### config.mk
export PLATFORM = sky130hd
export DESIGN_NAME = apb_master_bridge
export DESIGN_NICKNAME = d
export VERILOG_FILES = /design/src/rtl/apb_bridge_pkg.sv /design/src/rtl/apb_bridge_watchdog.sv /design/src/rtl/apb_master_bridge.sv
export SDC_FILE = /design/constraint.sdc
export NUM_CORES = 1
export LEC_CHECK = 0
export ABC_AREA = 1
export CORE_UTILIZATION = 45
export CTS_BUF_LIST = sky130_fd_sc_hd__clkbuf_2 sky130_fd_sc_hd__clkbuf_4 sky130_fd_sc_hd__clkbuf_8
export DETAILED_ROUTE_END_ITERATION = 7
export GPL_ROUTABILITY_DRIVEN = 1
export HOLD_SLACK_MARGIN = 0.12
export PLACE_DENSITY = 0.88
export SLEW_MARGIN = 20
export SYNTH_ARGS = -nofsm -noshare
export SYNTH_HDL_FRONTEND = slang
export SYNTH_SLANG_ARGS = --single-unit
### constraint.sdc
create_clock -name clk_i -period 2.7 [get_ports clk_i]
set_clock_uncertainty 0.05 [all_clocks]
set_input_delay 0.27 -clock clk_i [delete_from_list [all_inputs] [get_ports clk_i]]
set_output_delay 0.27 -clock clk_i [all_outputs]
set_load 0.05 [all_outputs]
### src/rtl/apb_bridge_pkg.sv
// Shared definitions for upstream APB bridges: transfer state encoding and
// watchdog counter sizing.
package apb_bridge_pkg;

  typedef enum logic [1:0] {
    IDLE   = 2'd0,
    SETUP  = 2'd1,
    ACCESS = 2'd2
  } apb_state_e;

  // Counter wide enough to hold LIMIT itself; a disabled watchdog still gets 1 bit.
  function automatic int unsigned wdog_width(input int unsigned limit);
    if (limit == 0) begin
      return 1;
    end
    return $clog2(limit + 1);
  endfunction

endpackage

### src/rtl/apb_bridge_watchdog.sv
// Saturating ACCESS-phase watchdog: counts enabled cycles and flags expiry at LIMIT.
// LIMIT = 0 removes the counter entirely and never expires.
module apb_watchdog_cnt
  import apb_bridge_pkg::*;
#(
  parameter int unsigned LIMIT = 256
) (
  input  logic clk_i,
  input  logic rst_ni,
  input  logic clear_i,
  input  logic en_i,
  output logic expired_o
);

  localparam int unsigned CW = wdog_width(LIMIT);

  generate
    if (LIMIT == 0) begin : g_off
      logic unused_inputs;
      assign unused_inputs = ^{clk_i, rst_ni, clear_i, en_i};
      assign expired_o     = 1'b0;
    end else begin : g_on
      localparam logic [CW-1:0] LIM = CW'(LIMIT);

      logic [CW-1:0] cnt_q, cnt_d;

      // Stops at LIM so the count can never wrap back below the abort point.
      always_comb begin
        cnt_d = cnt_q;
        if (clear_i) begin
          cnt_d = '0;
        end else if (en_i && (cnt_q != LIM)) begin
          cnt_d = cnt_q + CW'(1);
        end
      end

      always_ff @(posedge clk_i or negedge rst_ni) begin
        if (!rst_ni) begin
          cnt_q <= '0;
        end else begin
          cnt_q <= cnt_d;
        end
      end

      assign expired_o = (cnt_q == LIM);
    end
  endgenerate

endmodule

### src/rtl/apb_master_bridge.sv
// PULP req/gnt + r_valid port to single-transfer APB3 master, with an ACCESS
// watchdog that turns a missing PREADY into an error response.
module apb_master_bridge
  import apb_bridge_pkg::*;
#(
  parameter int unsigned APB_ADDR_WIDTH = 32,
  parameter int unsigned APB_DATA_WIDTH = 32,
  parameter int unsigned TIMEOUT_CYCLES = 256
) (
  input  logic                      clk_i,
  input  logic                      rst_ni,
  // request port
  input  logic                      req_i,
  input  logic [APB_ADDR_WIDTH-1:0] addr_i,
  input  logic                      we_i,
  input  logic [APB_DATA_WIDTH-1:0] wdata_i,
  output logic                      gnt_o,
  output logic                      r_valid_o,
  output logic [APB_DATA_WIDTH-1:0] r_rdata_o,
  output logic                      r_err_o,
  // APB master port
  output logic [APB_ADDR_WIDTH-1:0] PADDR_o,
  output logic [APB_DATA_WIDTH-1:0] PWDATA_o,
  output logic                      PWRITE_o,
  output logic                      PSEL_o,
  output logic                      PENABLE_o,
  input  logic [APB_DATA_WIDTH-1:0] PRDATA_i,
  input  logic                      PREADY_i,
  input  logic                      PSLVERR_i
);

  apb_state_e                state_q, state_d;
  logic [APB_ADDR_WIDTH-1:0] paddr_q, paddr_d;
  logic [APB_DATA_WIDTH-1:0] pwdata_q, pwdata_d;
  logic                      pwrite_q, pwrite_d;
  logic [APB_DATA_WIDTH-1:0] rdata_q, rdata_d;
  logic                      err_q, err_d;
  logic                      rvalid_q, rvalid_d;

  logic wdog_clear;
  logic wdog_en;
  logic wdog_expired;

  assign wdog_clear = (state_q != ACCESS);
  assign wdog_en    = (state_q == ACCESS) && !PREADY_i;

  apb_watchdog_cnt #(
    .LIMIT (TIMEOUT_CYCLES)
  ) u_wdog (
    .clk_i     (clk_i),
    .rst_ni    (rst_ni),
    .clear_i   (wdog_clear),
    .en_i      (wdog_en),
    .expired_o (wdog_expired)
  );

  always_comb begin
    state_d  = state_q;
    paddr_d  = paddr_q;
    pwdata_d = pwdata_q;
    pwrite_d = pwrite_q;
    rdata_d  = rdata_q;
    err_d    = err_q;
    rvalid_d = 1'b0;

    case (state_q)
      IDLE: begin
        if (req_i) begin
          state_d  = SETUP;
          paddr_d  = addr_i;
          pwdata_d = wdata_i;
          pwrite_d = we_i;
        end
      end
      SETUP: begin
        state_d = ACCESS;
      end
      ACCESS: begin
        // PREADY takes priority so a slave answering on the last allowed cycle completes normally.
        if (PREADY_i) begin
          state_d  = IDLE;
          rvalid_d = 1'b1;
          rdata_d  = pwrite_q ? '0 : PRDATA_i;
          err_d    = PSLVERR_i;
        end else if (wdog_expired) begin
          state_d  = IDLE;
          rvalid_d = 1'b1;
          rdata_d  = '0;
          err_d    = 1'b1;
        end
      end
      default: begin
        state_d = IDLE;
      end
    endcase
  end

  always_ff @(posedge clk_i or negedge rst_ni) begin
    if (!rst_ni) begin
      state_q  <= IDLE;
      paddr_q  <= '0;
      pwdata_q <= '0;
      pwrite_q <= 1'b0;
      rdata_q  <= '0;
      err_q    <= 1'b0;
      rvalid_q <= 1'b0;
    end else begin
      state_q  <= state_d;
      paddr_q  <= paddr_d;
      pwdata_q <= pwdata_d;
      pwrite_q <= pwrite_d;
      rdata_q  <= rdata_d;
      err_q    <= err_d;
      rvalid_q <= rvalid_d;
    end
  end

  assign gnt_o     = (state_q == IDLE) && req_i;
  assign PSEL_o    = (state_q == SETUP) || (state_q == ACCESS);
  assign PENABLE_o = (state_q == ACCESS);
  assign PADDR_o   = paddr_q;
  assign PWDATA_o  = pwdata_q;
  assign PWRITE_o  = pwrite_q;
  assign r_valid_o = rvalid_q;
  assign r_rdata_o = rdata_q;
  assign r_err_o   = err_q;

endmodule

==> metrics, run 1 <==
Max Freq 444 MHz; buffers from clock root to sink, at most 2; detail-routed net length per standard cell 15.0 µm; worst setup timing slack at the placement stage 0.831 ns; number of diodes 0; final worst slack 0.447 ns; number of buffers inserted by port buffering 203; length of the first detailed-routing pass in iterations 4; number of buffers added for setup after CTS 0; latest clock arrival within the worst-skew pair 0.35 ns; multiplexer area fraction after synthesis 0%; share of cells above drive strength 1 4.53%; worst relative slew slack 34.4%; clock sink count 110; cell count after synthesis 530; overall routing resource usage 24.3%; kind of cell adding the most delay to the critical path buffers and inverters; Slowest-stage cell, CP clkdlybuf4s50_1; clock transition at the register clock pins on the worst setup and hold paths after CTS 0.12 ns; WP depth 3; Crit path buffers/inverters 2; cell-by-cell trace of the critical path inv_1 > ha_1 > clkdlybuf4s50_1; biggest area contributors in the synthesized netlist dfrtp_1 (60%), nand2_1 (24%), nand4_1 (4.8%), ha_1 (1.6%), inv_1 (1.6%); area occupied by registers 2750 µm²; xor-xnor portion of the synthesized cell area 0.574%; unrepaired setup endpoints after global routing false; standby leakage power 3.42 nW; placer congestion estimate 0.828; H-Tree Level Count 3; via count of the routed design 4290; most frequent cell after synthesis nand2_1; top fanout value on the critical path 3; via count of the first global-routing pass 4112; root buf cell clkbuf_8; share of the clock period used by the worst path after layout 83.5%; kind of path behind the tightest hold check primary input to register; die height 103 µm; global-route wire length before repair 19500 µm; setup TNS after final layout 0 ns; crit-path max cell delay 0.81 ns; area share of the leading cell type in the synthesized netlist 60.1%; NumNets Final 831; count of nets left with antenna violations after detail routing 0; post-synthesis share of cell area spent on full adders, half adders and majority gates 1.64%; clock buffers created by TritonCTS 9; cell count of the worst hold path 3; final critical delay including setup and external delays 2.25 ns; Crit Path Category register to output pin; Core Area 9820 µm²; most common flop cell mapped by yosys dfrtp_1; maximum number of pins on one net before global-route repair 65; final hold violation count 0; Max VDD drop 0.923 mV; Boundary Pins 204; final-report setup violation count 0; post-route DRC violation count 0; post-synthesis compound-gate area fraction 1.12%; Horiz. Die Dim 103 µm; routed wire length 12900 µm; commonest cells in the synthesized netlist nand2_1 (290), dfrtp_1 (110), nand4_1 (35); number of cell instances on the worst register-to-register path 6; number of placement rows 36; worst endpoint required time 2.38 ns; initial antenna violation count 0; measured slew at the worst slew-check pin 0.982 ns; largest family of logic cells by synthesized area simple AND/OR/NAND/NOR gates; max-cap violation count 0; number of enable-type register cells in the synthesized netlist 0; area used by multi-input combinational logic 1600 µm²; Avg Synthesized Cell Area 8.64 µm²; layout overhead on the synthesized area 51.4%; full die area 10600 µm²; max-slew violation count 0; largest area contributor in the netlist dfrtp_1; Synth Warn # 0; filler cell count in the final layout 729; PnR Total Power 0.00950 W; nature of the critical path startpoint register; element type at the critical path end output pin; Starting DRT DRC Count 223; area of the mapped netlist 4580 µm²; Post-Synth Simple-Gate Area 31.5%; sum of net half-perimeters after detailed placement 9250 µm; Initial Utilization 46.6%; TritonCTS clock tree done; number of synthesized register bits 110; Crit path arrival time 1.93 ns; syn_nets 638; areal power density over the cells 1370 nW/µm²; status finished, final reports clean; share of the yosys chip area belonging to registers 60.1%; Async SR Flop Fraction 100%; post-detailed-route via-to-cell ratio 4.98; number of distinct library cell variants in the gate-level netlist after synthesis 20; sum of overflow across all layers after global routing 0
==> final cells by class <==
cell class                 instances  area share, %
sequential                       110           39.7
timing repair buffer             212           31.0
multi-input combinational        369           23.1
tap                              133           2.40
clock buffer                      10           1.90
inverter                          21           1.14
clock inverter                     6          0.813
==> state kept, by name (all words and copies together) (netlist names) <==
signal and count:
PWRITE_o 1, state_q 2, u_wdog.g_on.cnt_q 9, PADDR_o 32
r_rdata_o 32, r_err_o 1, r_valid_o 1, PWDATA_o 32
==> per-layer routing <==
metal	vias to the layer above	GRT usage, %	share of wire, %	wire length (µm)
li1	2039	-	-	-
met1	2061	30.0	40	5210
met2	174	41.9	51	6610
met3	16	5.97	6.9	888
met4	0	8.13	1.5	199
met5	-	0	0	0
==> placed cells by master (no fill, tap or decap) <==
cell type,count
ha_1,6
a21oi_1,1
nand3_1,14
xor2_1,2
clkinv_8,1
xnor2_1,1
nor2_1,10
inv_2,2
nand2_2,1
inv_1,18
clkinv_1,1
dlygate4sd3_1,1
clkbuf_4,1
a21oi_4,1
dfrtp_1,110
clkbuf_8,9
clkinv_2,1
nand2_4,2
clkdlybuf4s50_1,200
o21ai_0,6
nand4_1,35
buf_12,4
nand2_1,289
clkinv_4,1
nor3_1,1
inv_6,3
buf_4,7
==> path summary, 6_finish.rpt <==
| path | startpoint | end | slack [ns] |
|---|---|---|---|
| hold / removal | wdata_i[16] | PWDATA_o[16] | 0.37 |
| setup / recovery | state_q[0] | PSEL_o | 0.45 |
| max in group asynchronous | rst_ni | PWDATA_o[30] | 1.48 |
| hold reg to reg | r_rdata_o[14] | r_rdata_o[14] | 0.43 |
| min in group asynchronous | rst_ni | PADDR_o[11] | 0.41 |
| setup reg to reg | state_q[0] | u_wdog.g_on.cnt_q[2] | 0.83 |
==> cell families after synthesis <==
group,count (synthesis)
DFF,110
buffers and inverters,51
AOI/OAI and AO/OA,8
and+or+nand+nor,352
adders and majority gates,6
xor gates and xnor gates,3
==> power breakdown <==
| group | internal [W] | switching [W] | total (W) |
|---|---|---|---|
| clock | 0.000365 | 0.000589 | 0.000955 |
| combinational | 0.00180 | 0.00395 | 0.00575 |
| sequential | 0.00238 | 0.000420 | 0.00280 |
| total | 0.00454 | 0.00496 | 0.00950 |
==> timing repair <==
action / in CTS / in global routing
hold buffers: 1 / 0
endpoints found under the hold margin: 48 / 0
gates resized for setup: 0 / 0
==> worst reg2reg max path, delay by kind of cell, from the launching register on <==
family	cells	cell delay (ns)
adder cells (fa/ha/maj)	1	0.45
AND/OR/NAND/NOR	2	0.43
flip-flops	1	0.42
buffers and inverters	2	0.23
AO/OA/AOI/OAI	1	0.22
==> stage by stage <==
step	instances	hold WS, ns	cell area [µm²]	util [%]
floorplan	530	-0.0756	4580	-
global placement	844	0.275	6730	68.5
detailed placement	844	0.285	6730	68.5
CTS	861	0.357	6930	70.6
global route	861	0.360	6930	70.6
finish	861	0.372	6930	70.6
Power figures use the tool's default switching activity.
==> run 2: changes to the inputs <==
--- a/config.mk
+++ b/config.mk
@@ -6,12 +6,12 @@
 export NUM_CORES = 1
 export LEC_CHECK = 0
 export ABC_AREA = 1
-export CORE_UTILIZATION = 45
+export CORE_UTILIZATION = 43
 export CTS_BUF_LIST = sky130_fd_sc_hd__clkbuf_2 sky130_fd_sc_hd__clkbuf_4 sky130_fd_sc_hd__clkbuf_8
 export DETAILED_ROUTE_END_ITERATION = 7
 export GPL_ROUTABILITY_DRIVEN = 1
 export HOLD_SLACK_MARGIN = 0.12
-export PLACE_DENSITY = 0.88
+export PLACE_DENSITY = 0.85
 export SLEW_MARGIN = 20
 export SYNTH_ARGS = -nofsm -noshare
 export SYNTH_HDL_FRONTEND = slang
==> constraint.sdc (replaced) <==
create_clock -name clk_i -period 2.15 [get_ports clk_i]
set_clock_uncertainty 0.05 [all_clocks]
set_input_delay 0.215 -clock clk_i [delete_from_list [all_inputs] [get_ports clk_i]]
set_output_delay 0.215 -clock clk_i [all_outputs]
set_load 0.05 [all_outputs]
==> metrics, run 2 (same netlist as run 1, synthesis figures left out) <==
Max VDD drop 0.932 mV (+0.97%); Crit path arrival time 1.60 ns (-0.33 ns); TritonCTS clock tree done; maximum number of pins on one net before global-route repair 65 (unchanged); number of placement rows 37 (+2.8%); number of diodes 0 (unchanged); Initial Utilization 44.3% (-2.3 points); share of cells above drive strength 1 5.06% (+0.53 points); share of the clock period used by the worst path after layout 86.8%; nature of the critical path startpoint register; post-detailed-route via-to-cell ratio 4.97 (-0.21%); routed wire length 12600 µm (-2.2%); filler cell count in the final layout 794 (+8.9%); die height 105 µm (+2.3%); length of the first detailed-routing pass in iterations 5 (+1); setup TNS after final layout 0 ns (unchanged); number of gates resized after CTS 0 (unchanged); standby leakage power 3.46 nW (+1.3%); Max Freq 536 MHz; buffers from clock root to sink, at most 2 (unchanged); layout overhead on the synthesized area 53.4%; status finished, final reports clean; full die area 11100 µm² (+4.6%); placer congestion estimate 0.963 (+16%); Crit Path Category register to output pin; root buf cell clkbuf_8; placed instance area 6750 µm² (+0.35%); via count of the routed design 4311 (+0.49%); global-route wire length before repair 20800 µm (+6.6%); measured slew at the worst slew-check pin 0.628 ns (-0.354 ns); Boundary Pins 204 (unchanged); overall routing resource usage 23.7% (-0.60 points); top fanout value on the critical path 16 (+13); sum of overflow across all layers after global routing 0 (unchanged); Core Area 10300 µm² (+5.1%); initial antenna violation count 0 (unchanged); Horiz. Die Dim 105 µm (+2.3%); NumNets Final 834 (+0.36%); number of buffers inserted by port buffering 203 (unchanged); hold_buf cts 1 (unchanged); element type at the critical path end output pin; final design instance area without fill 7020 µm² (+1.3%); final hold violation count 0 (unchanged); max-cap violation count 0 (unchanged); sum of net half-perimeters after detailed placement 9230 µm (-0.27%); H-Tree Level Count 3 (unchanged); Starting DRT DRC Count 315 (+41%); commonest non-fill, non-tap cell in the layout nand2_1; final-report setup violation count 0 (unchanged); worst relative slew slack 58.1% (+24 points); clock buffers created by TritonCTS 9 (unchanged); number of buffers added for setup after CTS 0 (unchanged); worst endpoint required time 1.88 ns (-0.50 ns); via count of the first global-routing pass 4382 (+6.6%); highest-count cells in the layout ignoring fill and taps nand2_1 (289), clkdlybuf4s50_1 (199), dfrtp_1 (110), nand4_1 (35), inv_1 (18); count of nets left with antenna violations after detail routing 0 (unchanged); post-route DRC violation count 0 (unchanged); final critical delay including setup and external delays 1.87 ns; clock sink count 110 (unchanged); unrepaired setup endpoints after global routing false; latest clock arrival within the worst-skew pair 0.36 ns (about the same); clock transition at the register clock pins on the worst setup and hold paths after CTS 0.10 ns (-0.02 ns); detail-routed net length per standard cell 14.6 µm (-2.9%); areal power density over the cells 1740 nW/µm² (+27%); PnR Total Power 0.0122 W (+29%); kind of path behind the tightest hold check primary input to async pin; max-slew violation count 0 (unchanged)
[run 2: path summary, 6_finish.rpt]
check,startpoint,end,slack [ns],depth (start not counted)
max,state_q[0],gnt_o,0.28,5
min,rst_ni,PWDATA_o[0],0.20,2
max reg2reg,u_wdog.g_on.cnt_q[0],r_rdata_o[18],0.42,9
min reg2reg,r_rdata_o[0],r_rdata_o[0],0.43,2
max in group asynchronous,rst_ni,r_rdata_o[14],1.25,3
min in group clk_i,addr_i[22],PADDR_o[22],0.32,3
[run 2: area by class of cell]
| type | instances | area (µm²) | share of cell area (%) |
|---|---|---|---|
| Sequential cell | 110 | 2750 | 39.2 |
| Timing Repair Buffer | 215 | 2160 | 30.8 |
| Multi-Input combinational cell | 369 | 1600 | 22.8 |
| Tap cell | 136 | 170 | 2.42 |
| Clock inverter | 7 | 133 | 1.89 |
| Clock buffer | 9 | 124 | 1.76 |
| Inverter | 21 | 78.8 | 1.12 |
[run 2: power by group]
| group | internal [W] | switching, W |
|---|---|---|
| Clock | 0.000792 | 0.000724 |
| Combinational | 0.00226 | 0.00493 |
| Sequential | 0.00299 | 0.000541 |
[run 2: routing by layer]
layer	track usage [%]	vias to the layer above	share of wire [%]
met1	28.3	2038	40
li1	-	2040	-
met5	0	-	0
met4	10.4	0	2.7
met3	5.80	34	7.3
met2	40.6	199	50
[run 2: critical path: stages (launching register included)]
cell and delay [ns]:
dfrtp_1 0.41, inv_1 0.12, ha_1 0.20, nand2_2 0.07
inv_2 0.26, buf_12 0.18
[run 2: stage by stage]
stage | setup WS [ns] | std cells | util, % | hold slack, ns
final | 0.284 | 867 | 68.0 | 0.203
after global routing | 0.151 | 867 | 68.0 | 0.203
after CTS | 0.256 | 867 | 68.0 | 0.190
after detailed placement | 0.464 | 850 | 65.4 | 0.0600
after global placement | 0.549 | 850 | 65.4 | 0.0524
after floorplan | 0.304 | 530 | - | -0.131
==> run 3: changes to the inputs <==
--- a/config.mk
+++ b/config.mk
@@ -6,6 +6,7 @@
 export NUM_CORES = 1
 export LEC_CHECK = 0
 export ABC_AREA = 1
+export CAP_MARGIN = 20
 export CORE_UTILIZATION = 43
 export CTS_BUF_LIST = sky130_fd_sc_hd__clkbuf_2 sky130_fd_sc_hd__clkbuf_4 sky130_fd_sc_hd__clkbuf_8
 export DETAILED_ROUTE_END_ITERATION = 7
@@ -15,4 +16,6 @@
 export SLEW_MARGIN = 20
 export SYNTH_ARGS = -nofsm -noshare
 export SYNTH_HDL_FRONTEND = slang
+export SYNTH_HIERARCHICAL = 1
 export SYNTH_SLANG_ARGS = --single-unit
+export TNS_END_PERCENT = 30
==> metrics, run 3 <==
Max Freq 516 MHz (-3.7%); Starting DRT DRC Count 281 (-11%); post-detailed-route via-to-cell ratio 4.90 (-1.4%); Max VDD drop 1.04 mV (+11%); final-report setup violation count 0 (unchanged); net switching power 0.00541 W (-13%); area of the mapped netlist 4640 µm² (+1.4%); kind of path behind the tightest hold check primary input to async pin; TritonCTS clock tree done; sum of net half-perimeters after detailed placement 9320 µm (+0.96%); H-Tree Level Count 3 (unchanged); Initial Utilization 44.6% (+0.22 points); final hold violation count 0 (unchanged); number of diodes 0 (unchanged); NumNets Final 848 (+1.7%); max-cap violation count 0 (unchanged); initial antenna violation count 0 (unchanged); cell-by-cell trace of the critical path clkdlybuf4s50_1; Clk network pwr share 12.4% (about the same); Core Area 10400 µm² (+0.90%); number of placed instances, taps included 864 (+1.6%); Synth Warn # 6 (+6); via count of the first global-routing pass 4300 (-1.9%); nature of the critical path startpoint register; filler cell count in the final layout 834 (+5.0%); share of the clock period used by the worst path after layout 90.2% (+3.4 points); placer congestion estimate 0.893 (-7.3%); sum of overflow across all layers after global routing 0 (unchanged); Async SR Flop Fraction 100% (unchanged); number of non-filler instances in the completed layout 880 (+1.5%); largest area contributor in the netlist dfrtp_1; clock sink count 110 (unchanged); combinational power share 57.5% (-1.3 points); fraction of power spent switching nets 49.3% (-1.4 points); layout overhead on the synthesized area 51.7%; commonest non-fill, non-tap cell in the layout nand2_1; maximum number of pins on one net before global-route repair 43 (-34%); Boundary Pins 204 (unchanged); Slowest-stage cell, CP clkdlybuf4s50_1; top fanout value on the critical path 3 (-13); Sequential Power Share 30.1% (+1.2 points); full die area 11200 µm² (+1.4%); number of buffers inserted by port buffering 203 (unchanged); share of the yosys chip area belonging to registers 59.3% (-0.83 points); element type at the critical path end output pin; standby leakage power 3.49 nW (+0.65%); setup TNS after final layout 0 ns (unchanged); kind of cell adding the most delay to the critical path buffers and inverters; clock transition at the register clock pins on the worst setup and hold paths after CTS 0.10 ns (about the same); Crit path buffers/inverters 1 (-2); worst endpoint required time 1.88 ns (about the same); buffers from clock root to sink, at most 2 (unchanged); highest-count cells in the layout ignoring fill and taps nand2_1 (264), clkdlybuf4s50_1 (199), dfrtp_1 (110), nand3_1 (81), inv_1 (16); area share of the leading cell type in the synthesized netlist 59.3% (-0.83 points); status finished, final reports clean; Crit path arrival time 1.67 ns (+0.07 ns); global-route wire length before repair 20800 µm (about the same); Crit Path Category register to output pin; biggest area contributors in the synthesized netlist dfrtp_1 (59%), nand2_1 (21%), nand3_1 (8.7%), buf_2 (2.0%), ha_1 (1.6%); crit-path max cell delay 0.87 ns (+0.46 ns); number of synthesized register bits 110 (unchanged); detail-routed net length per standard cell 14.5 µm (-0.69%); via count of the routed design 4314 (+0.070%); commonest cells in the synthesized netlist nand2_1 (265), dfrtp_1 (110), nand3_1 (81); Fin Hold WS 0.265 ns (+0.0618 ns); number of distinct library cell variants in the gate-level netlist after synthesis 17 (-15%); routed wire length 12700 µm (+0.80%); max-slew violation count 0 (unchanged); number of enable-type register cells in the synthesized netlist 0 (unchanged); number of placement rows 37 (unchanged); overall routing resource usage 23.6% (-0.10 points); measured slew at the worst slew-check pin 0.565 ns (-0.0637 ns); total internal power 0.00557 W (-7.7%); unrepaired setup endpoints after global routing false; most frequent cell after synthesis nand2_1; count of nets left with antenna violations after detail routing 0 (unchanged); Util after Layout 67.6% (-0.42 points); latest clock arrival within the worst-skew pair 0.36 ns (about the same); worst relative slew slack 62.2% (+4.1 points); syn_nets 649 (+1.7%); most common flop cell mapped by yosys dfrtp_1; final critical delay including setup and external delays 1.94 ns (+0.0725 ns); cell count after synthesis 541 (+2.1%); post-route DRC violation count 0 (unchanged); root buf cell clkbuf_8; length of the first detailed-routing pass in iterations 6 (+1); Horiz. Die Dim 106 µm (+0.68%); share of cells above drive strength 1 5.91% (+0.85 points); Avg Synthesized Cell Area 8.58 µm² (-0.67%); die height 106 µm (+0.68%); clock buffers created by TritonCTS 9 (unchanged); areal power density over the cells 1560 nW/µm² (-10%)
run 3: logic make-up (layout without fill, tap and decap cells):
group,Yosys count,in the layout,synth area share (%)
adders and majority gates,6,6,1.62
AOI/OAI and AO/OA,6,6,0.647
and+or+nand+nor,373,373,33.3
buffers and inverters,46,249,5.10
DFF,110,110,59.3
run 3: area by class of cell:
cell class	instances	area, µm²	share of cell area (%)
Sequential cell	110	2750	39.1
Timing Repair Buffer	214	2160	30.7
Multi-Input combinational cell	385	1650	23.5
Tap cell	136	170	2.42
Clock buffer	12	146	2.08
Inverter	20	88.8	1.26
Clock inverter	3	68.8	0.978
run 3: through the flow:
stage | cell area (µm²) | power (W) | worst slack, ns
after floorplan | 4640 | 0.00740 | 0.235
after global placement | 6820 | 0.00955 | 0.389
after detailed placement | 6820 | 0.00970 | 0.366
after CTS | 7040 | 0.0111 | 0.196
after global routing | 7040 | 0.0115 | 0.129
final | 7040 | 0.0110 | 0.212
run 3: worst paths after layout:
kind | startpoint | to | slack (ns) | depth (start not counted)
worst max-delay path | PWRITE_o | PWRITE_o | 0.21 | 1
min in group clk_i | wdata_i[28] | PWDATA_o[28] | 0.32 | 3
worst min register to register | PADDR_o[16] | PADDR_o[16] | 0.43 | 2
worst max register to register | u_wdog/g_on.cnt_q[0] | r_rdata_o[5] | 0.35 | 10
worst min-delay path | rst_ni | r_rdata_o[28] | 0.27 | 2
max in group asynchronous | rst_ni | PWDATA_o[8] | 1.23 | 3
run 3: what timing repair did:
action / 4_1_cts / 5_1_grt
endpoints found under the hold margin: 110 / 0
resized for setup: 1 / 0
endpoints found under the setup margin: 1 / 0
buffers inserted: 0 / 0
hold buffers: 1 / 0
run 3: metal layers:
| metal | GRT usage (%) | vias to the layer above | routed length (µm) |
|---|---|---|---|
| met5 | 0 | - | 0 |
| met4 | 9.03 | 0 | 253 |
| met3 | 5.63 | 20 | 965 |
| met2 | 41.2 | 179 | 6470 |
| met1 | 28.1 | 2026 | 5030 |
| li1 | - | 2089 | - |
run 3: power groups by stage:
stage	logic, W	clock network, W	registers (W)
floorplan	0.00140	0	0.00600
global placement	0.00625	0	0.00330
detailed placement	0.00636	0	0.00333
CTS	0.00637	0.00140	0.00331
global route	0.00666	0.00148	0.00340
finish	0.00631	0.00136	0.00331
